<file path="config.mk">
export PLATFORM = sky130hd
export DESIGN_NAME = spi_reg_sequencer_flat
export DESIGN_NICKNAME = d
export VERILOG_FILES = /design/src/rtl/spi_reg_sequencer_if.sv /design/src/rtl/spi_reg_sequencer.sv /design/src/flat_wrapper.sv
export SDC_FILE = /design/constraint.sdc
export NUM_CORES = 1
export LEC_CHECK = 0
export BUFFER_PORTS_ARGS = -buffer_cell sky130_fd_sc_hd__buf_2
export CAP_MARGIN = 40
export CORE_ASPECT_RATIO = 0.7
export CORE_UTILIZATION = 40
export CTS_CLUSTER_DIAMETER = 150
export DETAILED_ROUTE_END_ITERATION = 12
export PLACE_DENSITY_LB_ADDON = 0.3
export SYNTH_ARGS = -nofsm -noshare
export SYNTH_HDL_FRONTEND = slang
export SYNTH_SLANG_ARGS = --single-unit
export TNS_END_PERCENT = 100
</file>
<file path="constraint.sdc">
create_clock -name clk -period 4.9 [get_ports clk]
set_clock_uncertainty 0.15 [all_clocks]
set_input_delay 0.735 -clock clk [delete_from_list [all_inputs] [get_ports clk]]
set_output_delay 0.735 -clock clk [all_outputs]
set_load 0.005 [all_outputs]
</file>
<file path="src/rtl/spi_reg_sequencer_if.sv">
// Signal bundle between the host logic, spi_reg_sequencer and the quick_spi master.
// Requests transfer on a rising clk edge where req_valid and req_ready are both 1; rsp_valid is a one-cycle strobe with no ready.
interface spi_reg_sequencer_if #(
  parameter int ADDR_WIDTH       = 7,
  parameter int DATA_WIDTH       = 8,
  parameter int NUMBER_OF_SLAVES = 2,
  parameter int FIFO_DEPTH       = 4
);
  localparam int PEND_WIDTH = $clog2(FIFO_DEPTH) + 1;

  logic                        req_valid;
  logic                        req_ready;
  logic                        req_write;
  logic [NUMBER_OF_SLAVES-1:0] req_slave;
  logic [ADDR_WIDTH-1:0]       req_addr;
  logic [DATA_WIDTH-1:0]       req_wdata;
  logic                        rsp_valid;
  logic [DATA_WIDTH-1:0]       rsp_data;
  logic                        rsp_timeout;
  logic [PEND_WIDTH-1:0]       pending;
  logic                        spi_enable;
  logic [NUMBER_OF_SLAVES-1:0] spi_slave;
  logic                        spi_operation;
  logic [15:0]                 spi_outgoing_data;
  logic                        spi_busy;
  logic [DATA_WIDTH-1:0]       spi_incoming_data;

  modport slave (
    input  req_valid, req_write, req_slave, req_addr, req_wdata,
    input  spi_busy, spi_incoming_data,
    output req_ready, rsp_valid, rsp_data, rsp_timeout, pending,
    output spi_enable, spi_slave, spi_operation, spi_outgoing_data
  );

  modport master (
    output req_valid, req_write, req_slave, req_addr, req_wdata,
    output spi_busy, spi_incoming_data,
    input  req_ready, rsp_valid, rsp_data, rsp_timeout, pending,
    input  spi_enable, spi_slave, spi_operation, spi_outgoing_data
  );
endinterface

</file>
<file path="src/rtl/spi_reg_sequencer.sv">
// Queues register read/write requests and runs one quick_spi transaction per request,
// returning read data or a timeout flag for each one in request order.
module spi_reg_sequencer #(
  parameter int ADDR_WIDTH       = 7,
  parameter int DATA_WIDTH       = 8,
  parameter int NUMBER_OF_SLAVES = 2,
  parameter int FIFO_DEPTH       = 4,
  parameter int TIMEOUT_CYCLES   = 1024
) (
  input  logic               clk,
  input  logic               reset_n,
  spi_reg_sequencer_if.slave bus,
  output logic [2:0]         o_dbg_state
);
  localparam int PTR_W = $clog2(FIFO_DEPTH);
  localparam int CNT_W = PTR_W + 1;
  localparam int ENT_W = 1 + NUMBER_OF_SLAVES + ADDR_WIDTH + DATA_WIDTH;
  localparam int TMO_W = $clog2(TIMEOUT_CYCLES + 1);
  localparam logic [TMO_W-1:0] TMO_LAST = TMO_W'(TIMEOUT_CYCLES - 1);
  localparam logic [CNT_W-1:0] FULL_CNT = CNT_W'(FIFO_DEPTH);

  typedef enum logic [2:0] {
    S_IDLE      = 3'd0,
    S_LAUNCH    = 3'd1,
    S_WAIT_BUSY = 3'd2,
    S_WAIT_DONE = 3'd3,
    S_RESPOND   = 3'd4
  } state_t;

  logic [ENT_W-1:0]            r_mem [FIFO_DEPTH];
  logic [PTR_W-1:0]            r_wr_ptr;
  logic [PTR_W-1:0]            r_rd_ptr;
  logic [CNT_W-1:0]            r_count;
  logic                        r_req_ready;
  state_t                      r_state;
  logic [TMO_W-1:0]            r_tmo_cnt;
  logic                        r_inf_write;
  logic                        r_spi_enable;
  logic                        r_spi_operation;
  logic [NUMBER_OF_SLAVES-1:0] r_spi_slave;
  logic [15:0]                 r_spi_word;
  logic                        r_rsp_valid;
  logic                        r_rsp_timeout;
  logic [DATA_WIDTH-1:0]       r_rsp_data;

  logic                        w_push;
  logic                        w_pop;
  logic [CNT_W-1:0]            w_count_next;
  logic [ENT_W-1:0]            w_head;
  logic                        w_head_write;
  logic [NUMBER_OF_SLAVES-1:0] w_head_slave;
  logic [ADDR_WIDTH-1:0]       w_head_addr;
  logic [DATA_WIDTH-1:0]       w_head_wdata;
  logic                        w_tmo_hit;

  assign w_push       = bus.req_valid && r_req_ready;
  // Popping waits for an idle master, so an aborted transfer still in progress is never overlapped.
  assign w_pop        = (r_state == S_IDLE) && (r_count != '0) && !bus.spi_busy;
  assign w_count_next = r_count + CNT_W'(w_push) - CNT_W'(w_pop);
  assign w_head       = r_mem[r_rd_ptr];
  assign {w_head_write, w_head_slave, w_head_addr, w_head_wdata} = w_head;
  assign w_tmo_hit    = (r_tmo_cnt >= TMO_LAST);

  always_ff @(posedge clk) begin
    if (w_push) begin
      r_mem[r_wr_ptr] <= {bus.req_write, bus.req_slave, bus.req_addr, bus.req_wdata};
    end
  end

  always_ff @(posedge clk or negedge reset_n) begin
    if (!reset_n) begin
      r_wr_ptr        <= '0;
      r_rd_ptr        <= '0;
      r_count         <= '0;
      r_req_ready     <= 1'b1;
      r_state         <= S_IDLE;
      r_tmo_cnt       <= '0;
      r_inf_write     <= 1'b0;
      r_spi_enable    <= 1'b0;
      r_spi_operation <= 1'b0;
      r_spi_slave     <= '0;
      r_spi_word      <= '0;
      r_rsp_valid     <= 1'b0;
      r_rsp_timeout   <= 1'b0;
      r_rsp_data      <= '0;
    end else begin
      if (w_push) r_wr_ptr <= r_wr_ptr + PTR_W'(1);
      if (w_pop)  r_rd_ptr <= r_rd_ptr + PTR_W'(1);
      r_count     <= w_count_next;
      r_req_ready <= (w_count_next != FULL_CNT);

      r_spi_enable  <= 1'b0;
      r_rsp_valid   <= 1'b0;
      r_rsp_timeout <= 1'b0;
      r_rsp_data    <= '0;

      case (r_state)
        S_IDLE: begin
          if (w_pop) begin
            r_inf_write     <= w_head_write;
            r_spi_enable    <= 1'b1;
            r_spi_operation <= w_head_write;
            r_spi_slave     <= w_head_slave;
            // Bit 15 set marks a read; reads carry a zero data field.
            r_spi_word      <= 16'({~w_head_write, w_head_addr,
                                    (w_head_write ? w_head_wdata : {DATA_WIDTH{1'b0}})});
            r_state         <= S_LAUNCH;
          end
        end
        S_LAUNCH: begin
          r_tmo_cnt <= '0;
          r_state   <= S_WAIT_BUSY;
        end
        S_WAIT_BUSY: begin
          r_tmo_cnt <= r_tmo_cnt + TMO_W'(1);
          if (bus.spi_busy) begin
            r_state <= S_WAIT_DONE;
          end else if (w_tmo_hit) begin
            r_rsp_valid   <= 1'b1;
            r_rsp_timeout <= 1'b1;
            r_state       <= S_RESPOND;
          end
        end
        S_WAIT_DONE: begin
          r_tmo_cnt <= r_tmo_cnt + TMO_W'(1);
          if (!bus.spi_busy) begin
            r_rsp_valid <= 1'b1;
            r_rsp_data  <= r_inf_write ? '0 : bus.spi_incoming_data;
            r_state     <= S_RESPOND;
          end else if (w_tmo_hit) begin
            r_rsp_valid   <= 1'b1;
            r_rsp_timeout <= 1'b1;
            r_state       <= S_RESPOND;
          end
        end
        S_RESPOND: begin
          r_state <= S_IDLE;
        end
        default: begin
          r_state <= S_IDLE;
        end
      endcase
    end
  end

  assign bus.req_ready         = r_req_ready;
  assign bus.pending           = r_count;
  assign bus.rsp_valid         = r_rsp_valid;
  assign bus.rsp_data          = r_rsp_data;
  assign bus.rsp_timeout       = r_rsp_timeout;
  assign bus.spi_enable        = r_spi_enable;
  assign bus.spi_slave         = r_spi_slave;
  assign bus.spi_operation     = r_spi_operation;
  assign bus.spi_outgoing_data = r_spi_word;
  assign o_dbg_state           = r_state;
endmodule

</file>
<file path="src/flat_wrapper.sv">
// flat-port wrapper written by rule: the top's interface ports become plain ports
module spi_reg_sequencer_flat 
#(
  parameter int ADDR_WIDTH       = 7,
  parameter int DATA_WIDTH       = 8,
  parameter int NUMBER_OF_SLAVES = 2,
  parameter int FIFO_DEPTH       = 4,
  parameter int TIMEOUT_CYCLES   = 1024
)
  (clk, reset_n, o_dbg_state, bus_req_valid, bus_req_write, bus_req_slave, bus_req_addr, bus_req_wdata, bus_spi_busy, bus_spi_incoming_data, bus_req_ready, bus_rsp_valid, bus_rsp_data, bus_rsp_timeout, bus_pending, bus_spi_enable, bus_spi_slave, bus_spi_operation, bus_spi_outgoing_data);
  spi_reg_sequencer_if #(.ADDR_WIDTH(ADDR_WIDTH), .DATA_WIDTH(DATA_WIDTH), .NUMBER_OF_SLAVES(NUMBER_OF_SLAVES), .FIFO_DEPTH(FIFO_DEPTH)) bus_i ();
  input  logic clk;
  input  logic reset_n;
  output logic [2:0] o_dbg_state;
  input wire logic [$bits(bus_i.req_valid)-1:0] bus_req_valid;
  input wire logic [$bits(bus_i.req_write)-1:0] bus_req_write;
  input wire logic [$bits(bus_i.req_slave)-1:0] bus_req_slave;
  input wire logic [$bits(bus_i.req_addr)-1:0] bus_req_addr;
  input wire logic [$bits(bus_i.req_wdata)-1:0] bus_req_wdata;
  input wire logic [$bits(bus_i.spi_busy)-1:0] bus_spi_busy;
  input wire logic [$bits(bus_i.spi_incoming_data)-1:0] bus_spi_incoming_data;
  output wire logic [$bits(bus_i.req_ready)-1:0] bus_req_ready;
  output wire logic [$bits(bus_i.rsp_valid)-1:0] bus_rsp_valid;
  output wire logic [$bits(bus_i.rsp_data)-1:0] bus_rsp_data;
  output wire logic [$bits(bus_i.rsp_timeout)-1:0] bus_rsp_timeout;
  output wire logic [$bits(bus_i.pending)-1:0] bus_pending;
  output wire logic [$bits(bus_i.spi_enable)-1:0] bus_spi_enable;
  output wire logic [$bits(bus_i.spi_slave)-1:0] bus_spi_slave;
  output wire logic [$bits(bus_i.spi_operation)-1:0] bus_spi_operation;
  output wire logic [$bits(bus_i.spi_outgoing_data)-1:0] bus_spi_outgoing_data;
  assign bus_i.req_valid = bus_req_valid;
  assign bus_i.req_write = bus_req_write;
  assign bus_i.req_slave = bus_req_slave;
  assign bus_i.req_addr = bus_req_addr;
  assign bus_i.req_wdata = bus_req_wdata;
  assign bus_i.spi_busy = bus_spi_busy;
  assign bus_i.spi_incoming_data = bus_spi_incoming_data;
  assign bus_req_ready = bus_i.req_ready;
  assign bus_rsp_valid = bus_i.rsp_valid;
  assign bus_rsp_data = bus_i.rsp_data;
  assign bus_rsp_timeout = bus_i.rsp_timeout;
  assign bus_pending = bus_i.pending;
  assign bus_spi_enable = bus_i.spi_enable;
  assign bus_spi_slave = bus_i.spi_slave;
  assign bus_spi_operation = bus_i.spi_operation;
  assign bus_spi_outgoing_data = bus_i.spi_outgoing_data;
  spi_reg_sequencer #(.ADDR_WIDTH(ADDR_WIDTH), .DATA_WIDTH(DATA_WIDTH), .NUMBER_OF_SLAVES(NUMBER_OF_SLAVES), .FIFO_DEPTH(FIFO_DEPTH), .TIMEOUT_CYCLES(TIMEOUT_CYCLES)) u_core (.clk(clk), .reset_n(reset_n), .bus(bus_i), .o_dbg_state(o_dbg_state));
endmodule
</file>
# After elaboration in Yosys (flattened, before gate mapping)
# Memories as Yosys holds them, arrays and structs flattened.
# Cells that the tools add are included.
# totals
output_inout_bits	37
latch_bits	0
regBits	52
elab_cells	55
n_memories	1
rom_bits	0
inputBits	30
ramBits	72
# op_classes
muxes	20
add_sub_neg	5
bitwise_logic	1
shifts	0
mul	0
n_reduce_logical	9
eq_ne	5
div_mod_pow	0
order_cmp	1
# mem_list
name	depth	width	read_ports	rd_clocked_by_memory_dff	wr	line_no	rtl
u_core.r_mem	4	18	1	0	1	spi_reg_sequencer.sv:30	logic [ENT_W-1:0] r_mem [FIFO_DEPTH];
# ops
op	count
$mux 8	4
$pmux 11 s2	1
$mux 3	4
$pmux 3 s4	1
$add 11x1->11 const B	1
$ge 11x10->1 const B	1
$mux 1	8
$eq 3x2->1 const B	2
$add 2x1->2 const B	2
$pmux 1 s2	2
$add 3x1->3	1
$eq 3x1->1 const B	1
$logic_and 1x1->1	3
$logic_not 3->1	1
$ne 3x3->1 const B	1
$reduce_bool 3->1	1
$sub 3x1->3	1
$ne 2x1->1 const B	1
$reduce_and 2->1	1
$reduce_bool 2->1	1
$reduce_or 2->1	1
$logic_not 1->1	1
$not 1->1	1

# Logic depth before layout (Yosys ltp)
# depth
word_depth	5
depth_mapped	11
ltp_nobuf	10

# Worst setup path after synthesis
# OpenSTA, ideal clock, no wires.
# synth_timing
path_kind	input to register
from	in bus_spi_busy
to	reg u_core.r_req_ready (netlist: u_core.bus.req_ready)
t_arrival_ns	2.361
n_path_buf	1
setup_ns	0.083
required_time_ns	4.667
stages	11
slack_ns	2.306
path_cell_list	nor2_1 -> o311ai_2 -> inv_1 -> buf_2 -> ha_1 -> inv_1 -> ha_1 -> fa_1 -> xnor2_1 -> xnor2_1 -> nand2_1
# synth_via
elab_chain_cells	4
# synth_lines
item	line_no	rtl
start: declaration	flat_wrapper.sv:20	input wire logic [$bits(bus_i.spi_busy)-1:0] bus_spi_busy;
$logic_not 1->1	spi_reg_sequencer.sv:58	assign w_pop = (r_state == S_IDLE) && (r_count != '0) && !bus.spi_busy;
$logic_and 1x1->1	spi_reg_sequencer.sv:58	
named net u_core.w_pop	spi_reg_sequencer.sv:47	logic w_pop;
$sub 3x1->3	spi_reg_sequencer.sv:59	assign w_count_next = r_count + CNT_W'(w_push) - CNT_W'(w_pop);
named net u_core.w_count_next[2]	spi_reg_sequencer.sv:48	logic [CNT_W-1:0] w_count_next;
$ne 3x3->1	spi_reg_sequencer.sv:90	r_req_ready <= (w_count_next != FULL_CNT);
end signal: assignment	spi_reg_sequencer.sv:90	
end: declaration	spi_reg_sequencer.sv:34	logic r_req_ready;
# The timed path passes the listed nets, and every way through them passes these cells.
# A chain may end at the register's enable or synchronous reset.

# Worst setup path after layout
# layout_timing
from	reg u_core.r_state[1] (netlist: u_core.o_dbg_state[1])
to	reg u_core.r_req_ready (netlist: u_core.bus.req_ready)
# layout_via
elab_chain_cells	5
# layout_lines
item	line_no	rtl
start: declaration	spi_reg_sequencer.sv:35	state_t r_state;
start signal: assignment	spi_reg_sequencer.sv:76	r_state <= S_IDLE;
start signal: assignment	spi_reg_sequencer.sv:107	r_state <= S_LAUNCH;
start signal: assignment	spi_reg_sequencer.sv:112	r_state <= S_WAIT_BUSY;
$logic_not 3->1	spi_reg_sequencer.sv:58	
$logic_and 1x1->1 (2 in series)	spi_reg_sequencer.sv:58	
$sub 3x1->3	spi_reg_sequencer.sv:59	
named net u_core.w_count_next[2]	spi_reg_sequencer.sv:48	
$ne 3x3->1	spi_reg_sequencer.sv:90	
# The timed path passes the listed nets, and every way through them passes these cells.

==> results.toml <==
[cts]
cts_buffer_depth = 2
post_cts_buffers = 0
cts-root-buf = "clkbuf_16"
cts_sinks = 124
cts_tree = "built"
clk-insertion-delay-late_ps = 410
cts_buffers = 17
clk_pin_slew_worst_paths_ps = 60
cts_resized = 0
cts-hold-fix-buffers = 0
h-tree-depth = 4

[synth]
synth-xor-area-share_pct = 1.09
synth_compound_area_share_pct = 2.86
yosysUniqueCellTypes = 34
yosys_warnings = 0
synth-adder-area-share_pct = 2.47
synth_area_um2 = 4810
yosys_register_bits = 124
ys_seq_area_share_pct = 72.0
avgSynthCellArea_um2 = 15.7
synthMuxAreaShare_pct = 9.67
synth_fp_nets = 345
synth_top_family_by_area = "simple AND/OR/NAND/NOR gates"
synth_simple_gate_area_share_pct = 10.0
netlist_instances = 307

[sta]
fin_crit_ps = 3020
hold_viol_final = 0
setup_viol = 0
max_freq_ghz = 0.331
timing.hold.ws_ps = 289
relSlewSlack_pct = 53.4
finalSetupTns_ps = 0
post-route-period-util_pct = 61.7
max_slew.worst_pin.slew_ps = 699
rsz0062_at_grt = "false"
slew_viol_final = 0

[power]
combPwrFrac_pct = 24.6
pwr-share-clk_pct = 33.6
internal_power_w = 0.00257
vdd_drop_max_mv = 0.335
p_per_area_nw_per_um2 = 615
switching_power_w = 0.00112
switching_share_pct = 30.4
leakagePower_nw = 2.58
pwr-share-seq_pct = 41.8

[global_routing]
grt_pass1_vias = 2772
grt_pass1_wl_mm = 14.7
antenna_found_initial = 0
overflow = 0
grt_use_total_pct = 16.3
grt_max_degree = 53

[final_layout]
finalNonFillerCells = 561
nNetsFinal = 429
final_cell_mix = "72 x edfxtp_1, 66 x buf_2, 64 x nand2_1"
diodes = 0
drive_gt1_share_pct = 32.7
area_growth_pct = 24.7
fillCellCount = 1003
layout_commonest_cell = "edfxtp_1"

[drt]
postRouteAntennaNets = 0
wl_met1_mm = 4.23
wl_met3_um = 547
wl_per_cell_um = 16.1
drc = 0
totalWireLength_mm = 9.05
vias_per_cell = 4.80
firstDrtPassIters = 4
drtIter0Drc = 123
routed.top_layer = "met4"
via_count = 2691
dr_wl_met2_mm = 4.15

[worst_setup_path]
reg2reg_slack_ps = 1880
reg2reg_from = "u_core.o_dbg_state[1]"
cp-end-kind = "flip-flop"
cp_max_fo = 21
rr_worst_depth = 11
regToRegEndpoint = "u_core.bus.req_ready"
crit_type = "flip-flop to flip-flop"
worstPathRequired_ps = 5080
critPathArrivalTime_ps = 3200
crit_path_start_kind = "flip-flop"

[die]
dieHeight_um = 93.8
ios = 67
die-area_um2 = 12500
core_area_um2 = 11700
fp-row-count = 33
initial_core_util_pct = 41.0
die-width_um = 133

[place]
port-buffer-count = 66
gp_congestion = 0.804
dp_cells = 529
place_hpwl_mm = 6.09

[min_path]
min_path_type = "primary input to async pin"

[status]
status = "complete, no violations"

[run]
max_cap_viol_count = 0
-- per-stage QoR --
step	power [W]	setup slack (ps)	utilization, %	cell area, µm²
global placement	0.00240	1360	45.3	5310
CTS	0.00374	1870	51.2	6000
global route	0.00391	1670	51.2	6000
detailed placement	0.00248	1530	46.1	5410
finish	0.00369	1880	51.2	6000
floorplan	0.00212	2310	-	4810
-- worst max-delay path by stage --
stage	slack (ps)	from	end	depth (start not counted)
finish	1880	u_core.o_dbg_state[1]	u_core.bus.req_ready	11
global route	1670	u_core.o_dbg_state[1]	u_core.bus.req_ready	11
CTS	1870	u_core.o_dbg_state[1]	u_core.bus.req_ready	11
detailed placement	1530	bus_spi_busy	u_core.bus.req_ready	12
global placement	1360	u_core.bus.pending[0]	u_core.bus.req_ready	9
floorplan	2310	bus_spi_busy	u_core.bus.req_ready	11
-- registers in the layout, indices dropped and copies added, names as in the netlist --
register / count
u_core.bus.spi_slave: 2
u_core.bus.rsp_valid: 1
u_core.r_inf_write: 1
u_core.r_wr_ptr: 2
u_core.r_rd_ptr: 2
u_core.bus.req_ready: 1
u_core.bus.rsp_data: 8
u_core.o_dbg_state: 3
u_core.r_mem: 72
u_core.bus.pending: 3
u_core.bus.spi_outgoing_data: 16
u_core.bus.spi_enable: 1
u_core.r_tmo_cnt: 11
u_core.bus.rsp_timeout: 1
-- cells in the mapped netlist --
| cell | number | share of area (%) |
|---|---|---|
| and2b_1 | 1 | 0.16 |
| nand2_1 | 64 | 5.0 |
| buf_2 | 5 | 0.52 |
| o21ai_0 | 8 | 0.83 |
| and3_1 | 6 | 0.78 |
| a41oi_4 | 1 | 0.57 |
| a21boi_0 | 1 | 0.16 |
| inv_1 | 10 | 0.78 |
| and2_1 | 8 | 1.0 |
| and4_4 | 1 | 0.23 |
| buf_6 | 2 | 0.47 |
| clkbuf_1 | 2 | 0.16 |
| nor3_1 | 1 | 0.10 |
| mux2i_1 | 6 | 1.2 |
| maj3_2 | 1 | 0.23 |
| o21a_1 | 1 | 0.16 |
| and2_2 | 1 | 0.16 |
| a21oi_1 | 5 | 0.52 |
| mux4_2 | 18 | 8.4 |
| and3_2 | 1 | 0.16 |
| dfstp_2 | 1 | 0.55 |
| nor4_2 | 1 | 0.26 |
| fa_1 | 1 | 0.42 |
| nor2_1 | 7 | 0.55 |
| o311ai_2 | 1 | 0.34 |
| ha_1 | 7 | 1.8 |
| a21o_1 | 1 | 0.16 |
| nand2b_1 | 1 | 0.13 |
| dfrtp_1 | 51 | 27 |
| xor2_1 | 1 | 0.18 |
| a31oi_1 | 1 | 0.13 |
| edfxtp_1 | 72 | 45 |
| nand3_1 | 14 | 1.5 |
| xnor2_1 | 5 | 0.91 |
-- routing by layer --
metal	track usage [%]	vias to the layer above
li1	-	1280
met1	20.9	1328
met2	25.5	73
met3	6.15	10
met4	5.97	0
met5	0	-
-- final cells by class --
| class | instances | area, µm² | share of cell area, % |
|---|---|---|---|
| flip-flops and latches | 124 | 3460 | 57.7 |
| well taps | 157 | 196 | 3.27 |
| inverters | 10 | 37.5 | 0.625 |
| multi-input cells | 164 | 1270 | 21.1 |
| repair buffers | 74 | 440 | 7.34 |
| clock buffers | 18 | 439 | 7.32 |
| clock inverters | 14 | 159 | 2.65 |
-- power groups by stage --
stage	sequential (W)	clock [W]	combinational, W
3_3_place_gp	0.00158	0	0.000823
6_report	0.00154	0.00124	0.000909
5_1_grt	0.00158	0.00133	0.00101
2_1_floorplan	0.00151	0	0.000612
3_5_place_dp	0.00156	0	0.000922
4_1_cts	0.00155	0.00127	0.000926
-- kinds of logic (layout without fill, tap and decap cells) --
family,count (synthesis),count (layout)
muxes,24,24
AOI/OAI and AO/OA,19,19
adders and majority gates,9,9
DFF,124,124
xor gates and xnor gates,6,6
and+or+nand+nor,106,106
buffers and inverters,19,116
-- critical path: stages, from the launching register on --
cell and delay, ps:
dfrtp_1 410, nor2_1 260, o311ai_4 170, buf_8 190, inv_1 520, ha_1 210
inv_1 40, ha_1 180, fa_1 380, xnor2_1 180, xnor2_1 150, nand2_1 80
(Power assumes the default switching activity.)
